## config.mk

```make
export PLATFORM = sky130hd
export DESIGN_NAME = maxpool2x2_stream_flat
export DESIGN_NICKNAME = d
export VERILOG_FILES = /design/src/rtl/maxpool2x2_stream_if.sv /design/src/rtl/maxpool2x2_stream.sv /design/src/flat_wrapper.sv
export SDC_FILE = /design/constraint.sdc
export NUM_CORES = 1
export LEC_CHECK = 0
export BUFFER_PORTS_ARGS = -buffer_cell sky130_fd_sc_hd__clkbuf_2
export CAP_MARGIN = 20
export CORE_MARGIN = 2
export CORE_UTILIZATION = 25
export DETAILED_ROUTE_END_ITERATION = 6
export SLEW_MARGIN = 20
export SYNTH_ARGS = -nofsm -noshare
export SYNTH_HDL_FRONTEND = slang
export SYNTH_SLANG_ARGS = --single-unit
```

## constraint.sdc

```tcl
create_clock -name clk -period 2.85 [get_ports clk]
set_input_delay 0.1425 -clock clk [delete_from_list [all_inputs] [get_ports clk]]
set_output_delay 0.1425 -clock clk [all_outputs]
set_load 0.01 [all_outputs]
```

## src/rtl/maxpool2x2_stream_if.sv

```systemverilog
// maxpool2x2_stream_if
//   Stream and control bundle for the 2x2 max-pool stage.
//   master modport: the side that feeds pixels and issues start (upstream / test driver).
//   slave modport : the pooling block itself.
//   Signals:
//     start     - one-cycle pulse, arms a new frame
//     in_valid  - in_data carries a pixel this cycle
//     in_data   - signed conv result, raster order
//     out_valid - one-cycle pulse, out_data/out_addr valid
//     out_data  - signed pooled maximum
//     out_addr  - pooled pixel index, row*(IN_W/2)+col
//     busy      - high while a frame is being consumed
//     done      - one-cycle pulse after the final pooled output
interface maxpool2x2_stream_if #(
    parameter int unsigned DW = 8,
    parameter int unsigned AW = 8
);
    logic          start;
    logic          in_valid;
    logic [DW-1:0] in_data;
    logic          out_valid;
    logic [DW-1:0] out_data;
    logic [AW-1:0] out_addr;
    logic          busy;
    logic          done;

    modport master (
        output start, in_valid, in_data,
        input  out_valid, out_data, out_addr, busy, done
    );

    modport slave (
        input  start, in_valid, in_data,
        output out_valid, out_data, out_addr, busy, done
    );
endinterface

```

## src/rtl/maxpool2x2_stream.sv

```systemverilog
// maxpool2x2_stream
//   2x2 stride-2 signed max-pool over a raster-order pixel stream. Only half a line of
//   partial maxima is stored; no frame buffer. Odd trailing rows/columns are consumed
//   and dropped (floor pooling).
//   Ports:
//     clk - rising-edge clock
//     rst - asynchronous active-low reset
//     bus - maxpool2x2_stream_if.slave (start/in_* inputs, out_*/busy/done outputs)
//   Optional build macro:
//     MAXPOOL_RELU_EN - clamp negative pooled maxima to zero at the output register.
module maxpool2x2_stream #(
    parameter int unsigned IN_H = 26,
    parameter int unsigned IN_W = 26,
    parameter int unsigned DW   = 8,
    parameter int unsigned AW   = 8
) (
    input logic                clk,
    input logic                rst,
    maxpool2x2_stream_if.slave bus
);
    localparam int unsigned RW      = (IN_H > 1) ? $clog2(IN_H) : 1;
    localparam int unsigned CW      = (IN_W > 1) ? $clog2(IN_W) : 1;
    localparam int unsigned OutH    = IN_H / 2;
    localparam int unsigned OutW    = IN_W / 2;
    localparam int unsigned RowLim  = OutH * 2;
    localparam int unsigned ColLim  = OutW * 2;
    localparam int unsigned LbDepth = (OutW > 0) ? OutW : 1;
    localparam int unsigned LbAw    = (LbDepth > 1) ? $clog2(LbDepth) : 1;

    localparam logic [AW-1:0] LastAddr = AW'(OutH * OutW - 1);
    localparam logic [RW-1:0] RowMax   = RW'(IN_H - 1);
    localparam logic [CW-1:0] ColMax   = CW'(IN_W - 1);

    typedef enum logic [1:0] {StIdle, StRun, StDone} state_e;

    function automatic logic signed [DW-1:0] smax(input logic signed [DW-1:0] a,
                                                  input logic signed [DW-1:0] b);
        return (a > b) ? a : b;
    endfunction

    function automatic logic [DW-1:0] out_fn(input logic signed [DW-1:0] v);
`ifdef MAXPOOL_RELU_EN
        return v[DW-1] ? '0 : v;
`else
        return v;
`endif
    endfunction

    state_e                state_q, state_d;
    logic [RW-1:0]         row_q, row_d;
    logic [CW-1:0]         col_q, col_d;
    logic signed [DW-1:0]  hold_q, hold_d;
    logic                  out_valid_q, out_valid_d;
    logic [DW-1:0]         out_data_q, out_data_d;
    logic [AW-1:0]         out_addr_q, out_addr_d;
    logic                  done_q, done_d;
    // Last pixel of the frame was accepted; leave RUN on the following cycle.
    logic                  fin_q, fin_d;

    logic signed [DW-1:0]  lb_q [LbDepth];
    logic                  lb_we;
    logic signed [DW-1:0]  lb_wdata;
    logic [LbAw-1:0]       lb_idx;
    logic signed [DW-1:0]  lb_rd;
    logic signed [DW-1:0]  din;
    logic                  accept;
    logic                  in_win;

    assign din    = bus.in_data;
    assign lb_idx = LbAw'(col_q >> 1);
    assign lb_rd  = lb_q[lb_idx];
    assign accept = bus.in_valid && (state_q == StRun) && !fin_q;
    // Trailing odd row/column pixels fall outside every pooling window.
    assign in_win = (32'(row_q) < RowLim) && (32'(col_q) < ColLim);

    always_comb begin
        state_d     = state_q;
        row_d       = row_q;
        col_d       = col_q;
        hold_d      = hold_q;
        out_valid_d = 1'b0;
        out_data_d  = out_data_q;
        out_addr_d  = out_addr_q;
        fin_d       = 1'b0;
        lb_we       = 1'b0;
        lb_wdata    = '0;

        unique case (state_q)
            StIdle:  if (bus.start) state_d = StRun;
            StRun:   if (fin_q) state_d = StDone;
            StDone:  state_d = StIdle;
            default: state_d = StIdle;
        endcase

        // Address advances after each pulse but parks on the final index.
        if (out_valid_q && (out_addr_q != LastAddr)) begin
            out_addr_d = out_addr_q + 1'b1;
        end

        if (accept) begin
            if (col_q == ColMax) begin
                col_d = '0;
                row_d = (row_q == RowMax) ? '0 : row_q + 1'b1;
                fin_d = (row_q == RowMax);
            end else begin
                col_d = col_q + 1'b1;
            end

            if (in_win) begin
                unique case ({row_q[0], col_q[0]})
                    2'b00: hold_d = din;
                    2'b01: begin
                        lb_we    = 1'b1;
                        lb_wdata = smax(hold_q, din);
                    end
                    2'b10: hold_d = smax(lb_rd, din);
                    2'b11: begin
                        out_data_d  = out_fn(smax(hold_q, din));
                        out_valid_d = 1'b1;
                    end
                    default: ;
                endcase
            end
        end

        // start from any state (re)arms the frame; an aborted frame never reports done.
        if (bus.start) begin
            state_d     = StRun;
            row_d       = '0;
            col_d       = '0;
            hold_d      = '0;
            out_addr_d  = '0;
            out_valid_d = 1'b0;
            fin_d       = 1'b0;
            lb_we       = 1'b0;
        end

        done_d = (state_d == StDone);
    end

    always_ff @(posedge clk or negedge rst) begin
        if (!rst) begin
            state_q     <= StIdle;
            row_q       <= '0;
            col_q       <= '0;
            hold_q      <= '0;
            out_valid_q <= 1'b0;
            out_data_q  <= '0;
            out_addr_q  <= '0;
            done_q      <= 1'b0;
            fin_q       <= 1'b0;
        end else begin
            state_q     <= state_d;
            row_q       <= row_d;
            col_q       <= col_d;
            hold_q      <= hold_d;
            out_valid_q <= out_valid_d;
            out_data_q  <= out_data_d;
            out_addr_q  <= out_addr_d;
            done_q      <= done_d;
            fin_q       <= fin_d;
        end
    end

    // Line buffer needs no reset: every entry is written before it is read in a frame.
    always_ff @(posedge clk) begin
        if (lb_we) begin
            lb_q[lb_idx] <= lb_wdata;
        end
    end

    assign bus.out_valid = out_valid_q;
    assign bus.out_data  = out_data_q;
    assign bus.out_addr  = out_addr_q;
    assign bus.busy      = (state_q == StRun);
    assign bus.done      = done_q;
endmodule

```

## src/flat_wrapper.sv

```systemverilog
// flat-port wrapper written by rule: the top's interface ports become plain ports
module maxpool2x2_stream_flat 
#(
    parameter int unsigned IN_H = 26,
    parameter int unsigned IN_W = 26,
    parameter int unsigned DW   = 8,
    parameter int unsigned AW   = 8
)
  (clk, rst, bus_start, bus_in_valid, bus_in_data, bus_out_valid, bus_out_data, bus_out_addr, bus_busy, bus_done);
  maxpool2x2_stream_if #(.DW(DW), .AW(AW)) bus_i ();
  input logic clk;
  input logic rst;
  input wire logic [$bits(bus_i.start)-1:0] bus_start;
  input wire logic [$bits(bus_i.in_valid)-1:0] bus_in_valid;
  input wire logic [$bits(bus_i.in_data)-1:0] bus_in_data;
  output wire logic [$bits(bus_i.out_valid)-1:0] bus_out_valid;
  output wire logic [$bits(bus_i.out_data)-1:0] bus_out_data;
  output wire logic [$bits(bus_i.out_addr)-1:0] bus_out_addr;
  output wire logic [$bits(bus_i.busy)-1:0] bus_busy;
  output wire logic [$bits(bus_i.done)-1:0] bus_done;
  assign bus_i.start = bus_start;
  assign bus_i.in_valid = bus_in_valid;
  assign bus_i.in_data = bus_in_data;
  assign bus_out_valid = bus_i.out_valid;
  assign bus_out_data = bus_i.out_data;
  assign bus_out_addr = bus_i.out_addr;
  assign bus_busy = bus_i.busy;
  assign bus_done = bus_i.done;
  maxpool2x2_stream #(.IN_H(IN_H), .IN_W(IN_W), .DW(DW), .AW(AW)) u_core (.clk(clk), .rst(rst), .bus(bus_i));
endmodule
```

; Word level (Yosys, flattened, before mapping)
; Memories as Yosys holds them, arrays and structs flattened.
; Cells that the tools add are included.
[totals]
ff_bits = 39
ram_bits = 104
in_bits = 12
out_inout_bits = 19
wordCells = 74
memories = 1
[op_classes]
add_sub_neg = 3
order_cmp = 4
eq_ne = 8
mux = 34
n_reduce_logical = 15
[memory_table]
columns = memory, words, width, read_ports, rd_clocked_by_memory_dff, write_ports, line_no
row1 = u_core.lb_q, 13, 8, 1, 0, 1, maxpool2x2_stream.sv:60  ; logic signed [DW-1:0] lb_q [LbDepth];
[op_table]
columns = operator, n
row1 = $mux W8, 10
row2 = $mux W5, 7
row3 = $gt A8 B8 Y1, 2
row4 = $pmux W8 S2, 1
row5 = $mux W1, 13
row6 = $add A5 B1 Y5 const B, 2
row7 = $eq A5 B5 Y1 const B, 2
row8 = $lt A5 B5 Y1 const B, 2
row9 = $add A8 B1 Y8 const B, 1
row10 = $ne A8 B8 Y1 const B, 1
row11 = $reduce_bool A2 Y1, 4
row12 = $eq A2 B2 Y1 const B, 3
row13 = $reduce_and A3 Y1, 2
row14 = $eq A2 B1 Y1 const B, 2
row15 = $logic_and A1 B1 Y1, 4
row16 = $logic_not A2 Y1, 2
row17 = $mux W2, 2
row18 = $pmux W2 S2, 1
row19 = $reduce_bool A3 Y1, 1
row20 = $reduce_and A2 Y1, 1
row21 = $logic_not A1 Y1, 1

; Longest topological paths before layout
[depth]
word_depth = 7
depth_mapped = 13
depth_no_buf = 10

; Worst setup path before layout
; No wires, ideal clock.
[synth_path]
path_kind = reg2reg
startpoint = reg u_core.col_q[1]
endpoint = reg u_core.hold_q[0]
setup_time_ns = 0.128
t_arrival_ns = 2.789
t_required_ns = 2.722
slack_ns = -0.067
stages_incl_launch_ff = 12
n_path_buf = 2
period_less_slack_ns = 2.917
path_cell_list = dfrtp_1 > buf_2 > mux4_2 > o22ai_1 > a31o_1 > inv_1 > ha_1 > a2111oi_0 > a21o_1 > clkbuf_1 > a211o_4 > o211ai_2
[synth_via]
elab_chain_len = 7
elab_cells_between_ends = 11
cone_classes = order compare: 2 / mux: 5 / reduce/logical: 3 / memory: 1
[synth_lines]
columns = item, line_no
row1 = from (decl), maxpool2x2_stream.sv:51  ; logic [CW-1:0] col_q, col_d;
row2 = from (signal assigned), maxpool2x2_stream.sv:155  ; col_q <= col_d;
row3 = $mem_v2 Z13 W8, --
row4 = $gt A8 B8 Y1, maxpool2x2_stream.sv:38  ; return (a > b) ? a : b;
row5 = $mux W8, maxpool2x2_stream.sv:38
row6 = $pmux W8 S2, maxpool2x2_stream.sv:110  ; unique case ({row_q[0], col_q[0]})
row7 = $mux W8, maxpool2x2_stream.sv:109  ; if (in_win) begin
row8 = $mux W8, maxpool2x2_stream.sv:100  ; if (accept) begin
row9 = $mux W8, maxpool2x2_stream.sv:127  ; if (bus.start) begin
row10 = to (signal assigned), maxpool2x2_stream.sv:156  ; hold_q <= hold_d;
row11 = to (decl), maxpool2x2_stream.sv:52  ; logic signed [DW-1:0] hold_q, hold_d;
; Several ways; a longest one is shown, not always the timed one. The select of a mux whose other input is x is not followed.
; A chain may end at the register's enable or synchronous reset.

; Worst setup path after layout
[layout_path]
startpoint = reg u_core.col_q[1]
endpoint = reg u_core.hold_q[4]
; The elaborated chain is that of the path after synthesis.

==> results_dict.tcl <==
set metrics [dict create \
    dp_hpwl_mm 9.88 \
    cts_root_buf "clkbuf_16" \
    synth-xor-area-share_pct 0.934 \
    routabilityCongestion 0.778 \
    h-tree-depth 4 \
    synth_area_sq_mm 0.00656 \
    syn_nets 495 \
    synth-seq-cells 143 \
    synthAdderAreaFrac_pct 4.20 \
    cts.clk_slew.worst_paths_ns 0.06 \
    coreArea_sq_mm 0.0259 \
    relSlewSlack_pct 36.0 \
    ios 31 \
    wl_per_cell_um 16.0 \
    drc_errors 0 \
    pre_cts_ws_ns -0.157 \
    crit_path_end_kind "flop" \
    nets 579 \
    post_drt_via_cell_ratio 4.44 \
    tightest_slew_ns 0.960 \
    r2r_slack_ns -0.14 \
    fin_crit_sh_pct 105 \
    cap_violations 0 \
    die_area_sq_mm 0.0276 \
    synth-simple-area-share_pct 11.5 \
    drive_gt1_share_pct 32.8 \
    holdPathStages 3 \
    critPathSlowestCell "mux4_2" \
    setup-tns-final_ns -0.823 \
    hold_violations 0 \
    grt_start_max_net_pins 40 \
    wl_mm 14.3 \
    synth_compound_area_share_pct 7.99 \
    timing.fmax_mhz 334 \
    diodes 0 \
    synth-main-ff-cell "edfxtp_1" \
    hold_ws_ns 0.0245 \
    syn_inst 461 \
    leakagePower_nw 3.02 \
    critPathRequiredTime_ns 3.19 \
    dieHeight_um 166 \
    drt_iter0_drc 332 \
    arrival_ns 3.33 \
    area_delta_synth_final_pct 25.7 \
    violations "negative setup slack" \
    status "finished, violations left" \
    clkSinkCount 143 \
    cp-start-kind "flop" \
    timing.final.ws_setup_ns -0.140 \
    overflow 0 \
    ff2ff_path_depth 12 \
    grt_util_all_layers_pct 10.9 \
    numCtsBuffers 17 \
    synth_seq_area_share_pct 62.5 \
    dieWidth_um 166 \
    synth_edf_count 104 \
    grt_pass1_vias 4136 \
    yosys_warnings 0 \
    pwr_density_cell_mw_per_mm2 573 \
    drt_pre_antenna_iters 4 \
    antenna_left 0 \
    port_buffers 30 \
    synth_top_family_by_area "simple AND/OR/NAND/NOR gates" \
    critPathMaxStageDelay_ns 0.48 \
    antenna_found_initial 0 \
    rsz0062_at_grt "true" \
    synth_cell_types 53 \
    crit_chain "buf_8, buf_12, mux4_2, nand2b_1, a31o_2, inv_2, ha_4, nor2b_1, o211ai_1, a211o_1, a211o_4, o211ai_2" \
    initial_core_util_pct 25.3 \
    finalSetupViolCount 8 \
    vias 3967 \
    avgSynthCellArea_sq_um 14.2 \
    row_count 59 \
    clk_latency_ns 0.43 \
    grt_first_pass_wirelength_mm 23.1 \
    crit_fanout 8 \
    min_period_ns 2.99 \
    clock-skew-final_ns 0.0115 \
    synth.mux.area_fraction_pct 9.76 \
    crit_type "flop to flop" \
    async_flop_share_pct 27.3 \
    tritoncts "yes" \
    hp-class "input pin to flop" \
    finalMaxSlewViolations 0 \
    cts_buffer_depth 2 \
    irDropWorstVdd_v 0.000464 \
]
==> power by group <==
part | total [mW] | leakage, nW | internal [mW] | switching [mW]
clock network | 2.11 | 0.267 | 1.21 | 0.905
registers | 2.25 | 1.45 | 2.24 | 0.0118
logic | 0.360 | 1.30 | 0.179 | 0.181
total | 4.73 | 3.02 | 3.63 | 1.10
==> placed cells by master (no fill, tap or decap), drive strengths merged, types with 7 or more instances in the layout <==
master	count
nand2b	14
o22ai	8
nand2	25
nor3	7
o21ai	11
edfxtp	104
mux2i	10
ha	22
a21oi	17
inv	31
clkbuf	47
o211ai	12
dfrtp	39
mux4	24
a31o	7
buf	54
nor2	35
nand4	15
==> synthesized netlist by cell type (4+ instances only) <==
library cell	count	area, sq um
nor3b_1	5	37.5
nand4_1	14	87.6
a21oi_1	17	85.1
nor2b_1	6	37.5
nand2_1	25	93.8
a31o_2	6	52.6
xor2_1	4	35.0
inv_1	26	97.6
nand2b_1	14	87.6
mux2i_1	10	100
o21ai_0	11	55.1
nor4_1	5	31.3
nand3_1	6	30.0
mux4_2	24	541
ha_1	22	275
nor2_1	35	131
o22ai_1	8	50.1
dfrtp_1	39	976
buf_1	6	22.5
nor3_1	7	35.0
edfxtp_1	104	3120
buf_2	5	25.0
o211ai_2	9	113
clkbuf_1	7	26.3
==> path summary, 6_finish.rpt <==
path / startpoint / end
max: u_core.col_q[1]$_DFFE_PN0P_ / u_core.hold_q[4]$_DFFE_PN0P_
max reg2reg: u_core.col_q[1]$_DFFE_PN0P_ / u_core.hold_q[4]$_DFFE_PN0P_
min reg2reg: u_core.fin_q$_DFF_PN0_ / u_core.state_q[0]$_DFF_PN0_
min: bus_in_data[5] / u_core.hold_q[5]$_DFFE_PN0P_
max in group asynchronous: rst / u_core.col_q[1]$_DFFE_PN0P_
min in group asynchronous: rst / u_core.bus.out_addr[1]$_DFFE_PN0P_
==> sequential cells by signal, summed over array words and instances, names as in the netlist <==
register,cells
u_core.hold_q,8
u_core.col_q,5
u_core.bus.out_data,8
u_core.bus.out_addr,8
u_core.bus.out_valid,1
u_core.lb_q,104
u_core.row_q,5
u_core.fin_q,1
u_core.state_q,2
u_core.bus.done,1
==> area by class of cell <==
cell class,instances,area (sq um)
clock buffers,17,425
clock inverters,15,134
fillers,2526,17700
inverters,26,97.6
multi-input cells,270,2390
flip-flops and latches,143,4100
well taps,335,419
repair buffers,87,681
==> logic make-up after synthesis <==
kind of cell	count (synthesis)
multiplexers	34
flip-flops	143
XOR/XNOR	7
AO/OA/AOI/OAI	68
buffers and inverters	48
adder cells (fa/ha/maj)	22
AND/OR/NAND/NOR	139
==> per-layer routing <==
metal / global-route usage (%) / routed length (um)
met4: 4.20 / 121
met3: 2.69 / 463
met5: 0 / 0
met1: 14.1 / 6680
met2: 17.6 / 7030
==> stage by stage <==
stage	area, sq um	power [mW]	instances	util (%)
2_1_floorplan	6580	2.49	461	-
3_3_place_gp	7430	2.61	849	28.7
3_5_place_dp	7430	2.62	849	28.7
4_1_cts	8080	4.75	884	31.2
5_1_grt	8250	4.88	893	31.8
6_report	8250	4.73	893	31.8
==> worst max-delay path: cells and delay by family, from the launching register on <==
| family | cells | cell delay [ns] |
|---|---|---|
| AO/OA/AOI/OAI | 5 | 1.18 |
| AND/OR/NAND/NOR | 2 | 0.20 |
| buffers and inverters | 3 | 0.35 |
| flip-flops | 1 | 0.46 |
| adder cells (fa/ha/maj) | 1 | 0.25 |
| multiplexers | 1 | 0.48 |
==> what timing repair did <==
action / in CTS / in global routing
endpoints found under the hold margin: 41 / 0
buffers inserted: 0 / 8
gates resized for setup: 11 / 17
setup endpoints to repair: 8 / 112
pin swaps: 2 / 13
hold buffers: 3 / 0
gates cloned: 0 / 1
(Power assumes the default switching activity.)
